$ cat src/rtl/mem_arbiter.sv
// mem_arbiter: shares one memory port between an instruction-cache line
// refill engine (fixed-length bursts) and a single-word data access port.
// Optional build macro MEM_ARBITER_RR_EN switches the IDLE-state tie-break
// from fixed data priority to round-robin between the two requesters.
module mem_arbiter #(
  parameter int ADDR_WIDTH = 32,
  parameter int DATA_WIDTH = 32,
  parameter int BURST_LEN  = 4
) (
  input  logic                  i_clock,
  input  logic                  i_reset,
  input  logic                  i_ireq,
  input  logic [ADDR_WIDTH-1:0] i_iaddr,
  output logic                  o_ivalid,
  output logic [DATA_WIDTH-1:0] o_irdata,
  output logic                  o_idone,
  input  logic                  i_dreq,
  input  logic                  i_dwe,
  input  logic [ADDR_WIDTH-1:0] i_daddr,
  input  logic [DATA_WIDTH-1:0] i_dwdata,
  output logic                  o_dack,
  output logic [DATA_WIDTH-1:0] o_drdata,
  output logic                  o_mem_rd,
  output logic                  o_mem_wr,
  output logic [ADDR_WIDTH-1:0] o_mem_addr,
  output logic [DATA_WIDTH-1:0] o_mem_wdata,
  input  logic [DATA_WIDTH-1:0] i_mem_rdata,
  input  logic                  i_mem_ready,
  output logic                  o_busy
);

  localparam int CNT_W = $clog2(BURST_LEN);
  localparam int OFF_W = CNT_W + 2;
  localparam logic [ADDR_WIDTH-1:0] LINE_MASK = ~ADDR_WIDTH'((1 << OFF_W) - 1);

  typedef enum logic [1:0] {
    IDLE    = 2'd0,
    IBURST  = 2'd1,
    DACCESS = 2'd2
  } state_t;

  state_t             r_state;
  logic [CNT_W-1:0]   r_beatCount;
  logic               w_lastBeat;
  logic               w_grantData;
  logic [ADDR_WIDTH-1:0] w_burstAddr;

`ifdef MEM_ARBITER_RR_EN
  // 1 = the instruction side won the most recent grant, so data wins a tie next
  logic r_lastInstr;
  assign w_grantData = i_dreq && (!i_ireq || r_lastInstr);
`else
  assign w_grantData = i_dreq;
`endif

  assign w_lastBeat  = (r_beatCount == CNT_W'(BURST_LEN - 1));
  assign w_burstAddr = (i_iaddr & LINE_MASK) + ADDR_WIDTH'({r_beatCount, 2'b00});

  // Transaction sequencer: grants in IDLE, counts refill beats, returns on completion
  always_ff @(posedge i_clock or posedge i_reset) begin
    if (i_reset) begin
      r_state     <= IDLE;
      r_beatCount <= '0;
`ifdef MEM_ARBITER_RR_EN
      r_lastInstr <= 1'b1;
`endif
    end else begin
      case (r_state)
        IDLE: begin
          if (w_grantData) begin
            r_state <= DACCESS;
`ifdef MEM_ARBITER_RR_EN
            r_lastInstr <= 1'b0;
`endif
          end else if (i_ireq) begin
            r_state <= IBURST;
`ifdef MEM_ARBITER_RR_EN
            r_lastInstr <= 1'b1;
`endif
          end
        end
        IBURST: begin
          if (i_mem_ready) begin
            if (w_lastBeat) begin
              r_beatCount <= '0;
              r_state     <= IDLE;
            end else begin
              r_beatCount <= r_beatCount + 1'b1;
            end
          end
        end
        DACCESS: begin
          if (i_mem_ready) begin
            r_state <= IDLE;
          end
        end
        default: r_state <= IDLE;
      endcase
    end
  end

  // Memory strobes and requester handshakes decoded from the current state
  always_comb begin
    o_ivalid    = 1'b0;
    o_irdata    = '0;
    o_idone     = 1'b0;
    o_dack      = 1'b0;
    o_drdata    = '0;
    o_mem_rd    = 1'b0;
    o_mem_wr    = 1'b0;
    o_mem_addr  = '0;
    o_mem_wdata = '0;
    o_busy      = (r_state != IDLE);
    case (r_state)
      IBURST: begin
        o_mem_rd   = 1'b1;
        o_mem_addr = w_burstAddr;
        o_irdata   = i_mem_rdata;
        o_ivalid   = i_mem_ready;
        o_idone    = i_mem_ready && w_lastBeat;
      end
      DACCESS: begin
        o_mem_rd    = ~i_dwe;
        o_mem_wr    = i_dwe;
        o_mem_addr  = i_daddr;
        o_mem_wdata = i_dwdata;
        o_dack      = i_mem_ready;
        o_drdata    = i_dwe ? '0 : i_mem_rdata;
      end
      default: ;
    endcase
  end

endmodule

$ cat config.mk
export PLATFORM = sky130hd
export DESIGN_NAME = mem_arbiter
export DESIGN_NICKNAME = d
export VERILOG_FILES = /design/src/rtl/mem_arbiter.sv
export SDC_FILE = /design/constraint.sdc
export NUM_CORES = 1
export LEC_CHECK = 0
export CORE_AREA = 2 2 105 107
export DETAILED_ROUTE_END_ITERATION = 16
export DIE_AREA = 0 0 107 109
export PLACE_DENSITY_LB_ADDON = 0.1
export SYNTH_ARGS = -nofsm -noshare
export SYNTH_HDL_FRONTEND = slang
export SYNTH_SLANG_ARGS = --single-unit
$ cat constraint.sdc
create_clock -name i_clock -period 1.9 [get_ports i_clock]
set_input_delay 0.19 -clock i_clock [delete_from_list [all_inputs] [get_ports i_clock]]
set_output_delay 0.19 -clock i_clock [all_outputs]
set_load 0.005 [all_outputs]
* Word level (Yosys, flattened, before mapping) *
Index checks and enable logic that the tools add are counted.

cells by class
  add/subtract/negate cells = 2
  bitwise operators = 1
  mux-type cells = 17
  eq/ne operators = 7
  reduce and logical (&&, ||, !) cells = 5

operators by type and width
  cell                   count
  $mux W32               4
  $pmux W32 S2           1
  $add A32 B4 Y32        1
  $mux W2                6
  $ne A2 B2 Y1 const B   3
  $pmux W2 S3            1
  $eq A2 B2 Y1 const B   2
  $mux W1                4
  $reduce_and A4 Y1      1
  $ne A3 B3 Y1 const B   1
  $add A2 B1 Y2 const B  1
  $eq A2 B1 Y1 const B   1
  $logic_not A2 Y1       1
  $pmux W1 S2            1
  $reduce_and A2 Y1      1
  $reduce_bool A2 Y1     1
  $logic_and A1 B1 Y1    1
  $not A1 Y1             1

storage, ports and cells
  word-level logic and storage cells = 34
  bits in registers = 4
  input port bits = 134

* Longest topological paths before layout *
Gate-level depths: netlist of the first run.

  depth after elaboration = 4
  mapped depth = 6
  gate-level depth less buffers = 5

* Least setup slack after synthesis of the first run *
Ideal clock, no wire load.

  path kind = reg-to-output
  from = reg r_state[0]
  to = out o_mem_addr[13]
  path buffers = 2
  data arrival time = 1191 ps
  slack = 519 ps
  stages on the path, launching flop included = 7
  cell sequence = dfrtp_1 inv_1 ha_1 buf_4 buf_4 a22oi_1 nor2b_1

on the way
  longest elaborated chain between the ends = 2

ends and longest elaborated chain
  what                                                 line  text
  from (decl)                                          42    state_t r_state;
  from (signal assigned)                               62    r_state <= IDLE;
  from (signal assigned)                               71    r_state <= DACCESS;
  from (signal assigned)                               76    r_state <= IBURST;
  $eq A2 B2 Y1 / $eq A2 B1 Y1 (equally long branches)  114   case (r_state)
  $pmux W32 S2 (*)                                     114
  to (decl)                                            25    output logic [ADDR_WIDTH-1:0] o_mem_addr,

Mark *: on every way between the ends. The rest lies on a longest branch, timed or not.

* Final worst setup path of the first run *
  from = reg r_state[1]
  to = out o_mem_addr[30]

Same word-level chain as after synthesis.

==> results by group, run 1 <==
Clock network
  • Worst-path clk slew: 0.03 ns
  • CTS max path bufs: 2
  • CTS Buf Count: 3
  • H-tree levels: 1
  • Post-CTS Hold Buffers: 0
  • Clock Tree Root: clkbuf_8
  • TritonCTS clock tree: built
  • Clk sink count: 4
  • Clock latency on the worst-skew pair: 0.21 ns

Setup path
  • Max stage delay on crit path: 0.46 ns
  • Req. time, crit path: 1.71 ns
  • Slowest cell on crit path: dfrtp_2
  • Crit end category: primary output
  • CP Class: reg2out
  • Worst-path maximum fanout: 15
  • Cell repeated most along the worst path: buf_4
  • Worst Path Arrival: roughly 1.7 ns
  • Crit path launch type: register
  • Worst path cell trace: ha_4 -> buf_4 -> buf_12 -> buf_4 -> a22oi_2 -> nor2b_1 -> clkdlybuf4s15_1

Min path
  • Hold crit path type: in2async

GRT
  • Vias in the first global route: 2377
  • Global-route usage over all layers: 14.41%
  • Initial antenna violation count: 0
  • Pin count of the biggest net entering global routing: 37
  • Overflow after GRT: 0
  • First-pass GRT wire length: 13210 µm

Logic synthesis
  • Yosys reg bits: 4
  • Netlist cell types: 23
  • Post-Synth Adder-Cell Area: approximately 5.2%
  • Mux cell area share after synthesis: 0.7860%
  • Post-synthesis simple-gate area fraction: about three fifths
  • Largest cells by area after synthesis: and2_1, a22oi_1, nor2b_1, dfrtp_1, ha_1
  • Post-synth top area cell: and2_1
  • Compound-gate portion of the synthesized area: 19.30%
  • Xor and xnor area share after synthesis: 0%
  • Syn nets: 350
  • Synth Cell Area: 1433 µm²
  • Synthesis Warnings: 0
  • Share of the synthesized area in the top cell type: 44.10%
  • Largest family of logic cells by synthesized area: simple AND/OR/NAND/NOR gates
  • Synth Area per Inst: 6.822 µm²
  • Post-synthesis sequential area ratio: 6.987%
  • Cells after Synth: 210

Power
  • P_int: 2904 µW
  • Clock Power Share: 3.8%
  • VDD IR max: 386.4 µV
  • PwrDens: 921.6 nW/µm²
  • Logic pwr share: 92.1%
  • Net switching power: 1620 µW
  • Static leakage: 0.002881 µW
  • Sequential Power Share: 4.1%
  • Switching share of power: 35.80%

Place
  • DP HPWL: 7196 µm
  • IO Port Bufs: between 200 and 300
  • Gpl congestion: 0.8192
  • Post-DP Area: between 4000 and 5000 µm²

STA
  • Final setup viols: 0
  • Relative slew slack: 85.03%
  • Max Slew Vio Count: 0
  • Worst-Margin Slew: 0.2240 ns
  • Tcrit/Tclk final: between 90% and 100%
  • Tmin final: ~1.9 ns
  • Skew final: 0.001071 ns
  • Unrepaired setup endpoints after global routing: yes
  • Achievable Freq: 0.5338 GHz
  • Hold WS: 0.1806 ns
  • Fin. Hold Viols: 0

Finish
  • Layout net count: 649
  • Filler Cells Inserted: between 1000 and 1500
  • Most frequent cells in the layout: clkdlybuf4s50_1, and2_1, dlymetal6s2s_1
  • Finished Cell Area: 4908 µm²
  • Syn-to-layout area delta: 242.6%
  • Share of cells above drive strength 1: 19.53%
  • Commonest non-fill, non-tap cell in the layout: clkdlybuf4s50_1
  • # diodes: 0

Routing
  • Drt wl/cell: ~15 µm
  • DRT Wirelength: 9936 µm
  • # DRC: 0
  • Iteration-0 DRC Markers: 87
  • Remaining antenna violation count: 0
  • Via/cell ratio: 4.000
  • Routed vias: 2588
  • DRT Pass-1 Iters: 4

Run status
  • Status: completed

Die
  • Cell row count: 38
  • Die Width: around 110 µm
  • Initial core utilization: 13.51%
  • Core Region: 10600 µm²
  • Die area: 11660 µm²
  • Die height: 109 µm
  • IO Pins: 268

Run
  • Max-cap violations: 0
[what timing repair did]
| action | CTS | global route |
|---|---|---|
| pin swaps | 1 | 1 |
| setup buffers | 9 | 19 |
| endpoints found under the setup margin | 131 | 89 |
| cloned | 4 | 6 |
| resized for setup | 110 | 144 |
[worst max-delay path: cells and delay by family (launching register included)]
kind,cells,cell delay [ns]
fa+ha+maj,1,0.19
buf+inv,4,0.63
simple gates,1,0.06
compound gates,1,0.13
flops,1,0.46
[sequential cells by signal, indices dropped and copies added, names as in the netlist]
register	count
r_beatCount	2
r_state	2
[metal layers]
layer	vias up	routed length [µm]	GRT usage, %
met5	-	0	0
met4	0	112	1.855
met3	8	835	4.005
met2	139	5297	27.89
met1	1151	3690	16.03
li1	1290	-	-
[cell usage after synthesis (all sizes together)]
| master | n |
|---|---|
| ha | 6 |
| nand2b | 2 |
| and3 | 1 |
| o21bai | 1 |
| buf | 8 |
| a21oi | 1 |
| inv | 5 |
| mux2 | 1 |
| a22oi | 30 |
| and2b | 1 |
| dfrtp | 4 |
| nor2b | 30 |
| a32o | 1 |
| and2 | 101 |
| clkbuf | 12 |
| o211ai | 1 |
| o21a | 1 |
| a31oi | 1 |
| nand2 | 1 |
| nor3 | 1 |
| a21o | 1 |
[metrics by stage]
step	TNS (ns)	power, µW	std cells	utilization [%]	setup slack [ns]
after floorplan	0	1509	210	-	0.5194
after detailed placement	-0.1250	3618	606	40.85	-0.04603
after CTS	-6.336	3950	622	42.46	-0.1697
after global placement	-0.08178	3606	606	40.85	-0.03034
after global routing	-0.2401	4880	647	46.29	-0.05749
final	0	4524	647	46.29	0.02681
[kinds of logic after synthesis]
logic type,Yosys count
AOI/OAI and AO/OA,37
adders and majority gates,6
buffers and inverters,25
DFF,4
muxes,1
and+or+nand+nor,137
[power groups by stage]
stage / clock network (µW) / registers (µW) / logic [µW]
after floorplan: 0 / 156 / 1350
after global placement: 0 / 164 / 3440
after detailed placement: 0 / 167 / 3450
after CTS: 178 / 175 / 3600
after global routing: 186 / 188 / 4510
final: 172 / 184 / 4170
[layout make-up]
type                       instances  area (µm²)  share of cell area [%]
timing repair buffer             314        3259                   66.40
multi-input combinational        181        1310                   26.69
tap                              140       175.2                   3.569
sequential                         4       101.3                   2.065
clock buffer                       3       41.29                  0.8412
inverter                           5       21.27                  0.4333
[final timing paths]
path	from	endpoint	slack, ns	depth (start not counted)
setup / recovery	r_state[1]	o_mem_addr[30]	0.03	7
hold / removal	i_reset	r_beatCount[0]	0.18	2
setup reg to reg	r_state[1]	r_state[1]	0.18	7
hold reg to reg	r_beatCount[1]	r_beatCount[1]	0.56	1
max in group asynchronous	i_reset	r_state[1]	1.55	2
min in group i_clock	r_beatCount[1]	r_beatCount[1]	0.56	1
(Power assumes the default switching activity.)
==> run 2: changes to the inputs <==
Settings changed: CELL_PAD_IN_SITES_DETAIL_PLACEMENT set to 1, CELL_PAD_IN_SITES_GLOBAL_PLACEMENT set to 2, CORE_AREA 2 2 105 107 to not set, CORE_MARGIN set to 2, CORE_UTILIZATION set to 10, DIE_AREA 0 0 107 109 to not set.
==> run 2 against run 1 <==
- wire length grew 7.4%
- clock-buffer cell count is the same
- clock power grew 88%
- register-to-register slack gained 0.06 ns
- clock skew shrank 0.00093 ns
- via count is essentially flat
- global-route usage shrank 1.9 points
- cell count grew 4.2%
- first-iteration DRC count shrank 54%
- critical path depth shrank 1
- largest power group unchanged
- highest routed layer unchanged
==> results by group, run 2 (synthesized netlist as in run 1, its figures left out) <==
Run status
  • Status: completed (unchanged)

Finish
  • # diodes: 0 (unchanged)
  • Area of the multi-input gates: 1383 µm² (was 1310 µm²)
  • Filler Cells Inserted: 1652 (was 1027)
  • Syn-to-layout area delta: 221.6% (was 242.6%)
  • Layout net count: 636 (was 649)
  • Regs by FF count: r_beatCount x2, r_state x2 (unchanged)
  • Register Area: 101.3 µm² (unchanged)
  • Most frequent cells in the layout: clkdlybuf4s50_1, and2_1, dlygate4sd2_1 (was clkdlybuf4s50_1, and2_1, dlymetal6s2s_1)
  • Commonest non-fill, non-tap cell in the layout: clkdlybuf4s50_1 (unchanged)
  • Share of cells above drive strength 1: 27.53% (was 19.53%)

Routing
  • DRT Wirelength: 10670 µm (was 9936 µm)
  • Drt wl/cell: 15.83 µm (was 15.36 µm)
  • Remaining antenna violation count: 0 (unchanged)
  • Iteration-0 DRC Markers: 40 (was 87)
  • Via/cell ratio: 3.841 (was 4.000)
  • DRT Pass-1 Iters: 4 (unchanged)
  • # DRC: 0 (unchanged)
  • Routed vias: 2589 (was 2588)

Setup path
  • Worst r2r path cells: 6 (was 7)
  • Crit end category: primary output (unchanged)
  • Crit path launch type: register (unchanged)
  • Worst-path maximum fanout: 9 (was 15)
  • Reg-to-Reg Start: r_state[1] (unchanged)
  • CP Class: reg2out (unchanged)
  • Critical register-to-register path endpoint: r_state[1] (unchanged)
  • Worst Path Arrival: 1.69 ns (was 1.68 ns)
  • Req. time, crit path: 1.71 ns (about the same)
  • Flop2flop setup slack: 0.24 ns (was 0.18 ns)

Clock network
  • H-tree levels: 1 (unchanged)
  • Clk sink count: 4 (unchanged)
  • Clock latency on the worst-skew pair: 0.22 ns (was 0.21 ns)
  • Worst-path clk slew: 0.03 ns (about the same)
  • TritonCTS clock tree: built (unchanged)
  • CTS max path bufs: 2 (unchanged)
  • CTS Buf Count: 3 (unchanged)
  • Post-CTS Hold Buffers: 0 (unchanged)
  • Clock Tree Root: clkbuf_16 (was clkbuf_8)

Place
  • DP HPWL: 8170 µm (was 7196 µm)
  • Pre-CTS WS: -0.07372 ns (was -0.04603 ns)
  • IO Port Bufs: 263 (unchanged)
  • Gpl congestion: 0.7094 (was 0.8192)

Die
  • IO Pins: 268 (unchanged)
  • Initial core utilization: 10.28% (was 13.51%)
  • Die area: 15300 µm² (was 11660 µm²)
  • Die height: 123.7 µm (was 109 µm)
  • Core Region: 13930 µm² (was 10600 µm²)
  • Die Width: 123.7 µm (was 107 µm)
  • Cell row count: 43 (was 38)

Power
  • PwrDens: 965.8 nW/µm² (was 921.6 nW/µm²)
  • VDD IR max: 579.3 µV (was 386.4 µV)
  • Static leakage: 0.002195 µW (was 0.002881 µW)

GRT
  • Initial antenna violation count: 0 (unchanged)
  • Pin count of the biggest net entering global routing: 30 (was 37)
  • Vias in the first global route: 2604 (was 2377)
  • Overflow after GRT: 0 (unchanged)
  • Global-route usage over all layers: 12.52% (was 14.41%)
  • First-pass GRT wire length: 14770 µm (was 13210 µm)

STA
  • Tmin final: 1.876 ns (was 1.873 ns)
  • Unrepaired setup endpoints after global routing: yes (unchanged)
  • Final setup viols: 0 (unchanged)
  • Worst-Margin Slew: 0.2202 ns (was 0.2240 ns)
  • Tcrit/Tclk final: 98.75% (was 98.59%)
  • Skew final: 0.0001375 ns (was 0.001071 ns)
  • Fin. Hold Viols: 0 (unchanged)
  • Max Slew Vio Count: 0 (unchanged)
  • Setup_tns: 0 ns (unchanged)
  • Achievable Freq: 0.5330 GHz (was 0.5338 GHz)
  • Relative slew slack: 85.29% (was 85.03%)
  • Final worst slack: 0.02373 ns (was 0.02681 ns)

Min path
  • Hold crit path type: in2async (unchanged)

Run
  • Max-cap violations: 0 (unchanged)
## run 2: worst max path at each step
stage	from	to	slack, ns	depth (start not counted)
2_1_floorplan	r_state[0]	o_mem_addr[13]	0.52	6
3_3_place_gp	r_state[0]	o_drdata[26]	-0.05	6
3_5_place_dp	r_state[1]	o_mem_addr[19]	-0.07	5
4_1_cts	r_state[1]	o_mem_addr[20]	-0.13	7
5_1_grt	r_state[1]	o_drdata[19]	-0.04	6
6_report	r_state[1]	o_drdata[19]	0.02	6
## run 2: per-layer routing
metal | vias up | part of all wire [%] | track usage (%)
li1 | 1260 | - | -
met1 | 1201 | 35 | 12.99
met2 | 124 | 55 | 25.58
met3 | 4 | 9.9 | 3.480
met4 | 0 | 0.45 | 0.8523
met5 | - | 0 | 0
## run 2: critical path: stages (launching register included)
cell and delay [ns]:
dfrtp_2 0.44, buf_6 0.14, ha_4 0.16, and2b_4 0.22
buf_12 0.15, and2_1 0.16, clkdlybuf4s15_1 0.20
## run 2: repair_timing
item	CTS	global route
endpoints found under the setup margin	132	63
cloned	8	1
resized for setup	237	106
setup buffers	12	5
pin swaps	3	6
## run 2: through the flow
step	total power, µW	std cells	utilization (%)	hold WS (ns)	area, µm²
after CTS	4517	671	33.99	0.1749	4736
after global placement	3682	648	31.55	0.4087	4397
after global routing	4856	674	33.06	0.1914	4607
after detailed placement	3706	648	31.55	0.4067	4397
final	4449	674	33.06	0.1640	4607
after floorplan	1509	210	-	-0.04392	1433
## run 2: power by group
part           switching [µW]  internal [µW]  leakage [µW]
clock                    54.8            268     0.0000370
sequential               50.5            128     0.0000488
combinational            1570           2380       0.00211
total                    1680           2770       0.00219
## run 2: final cells by class
cell class                      count  area share (%)
Sequential cell                     4           2.200
Tap cell                          180           4.889
Timing Repair Buffer              301           60.81
Clock buffer                        3           1.630
Multi-Input combinational cell    181           30.01
Inverter                            5          0.4617
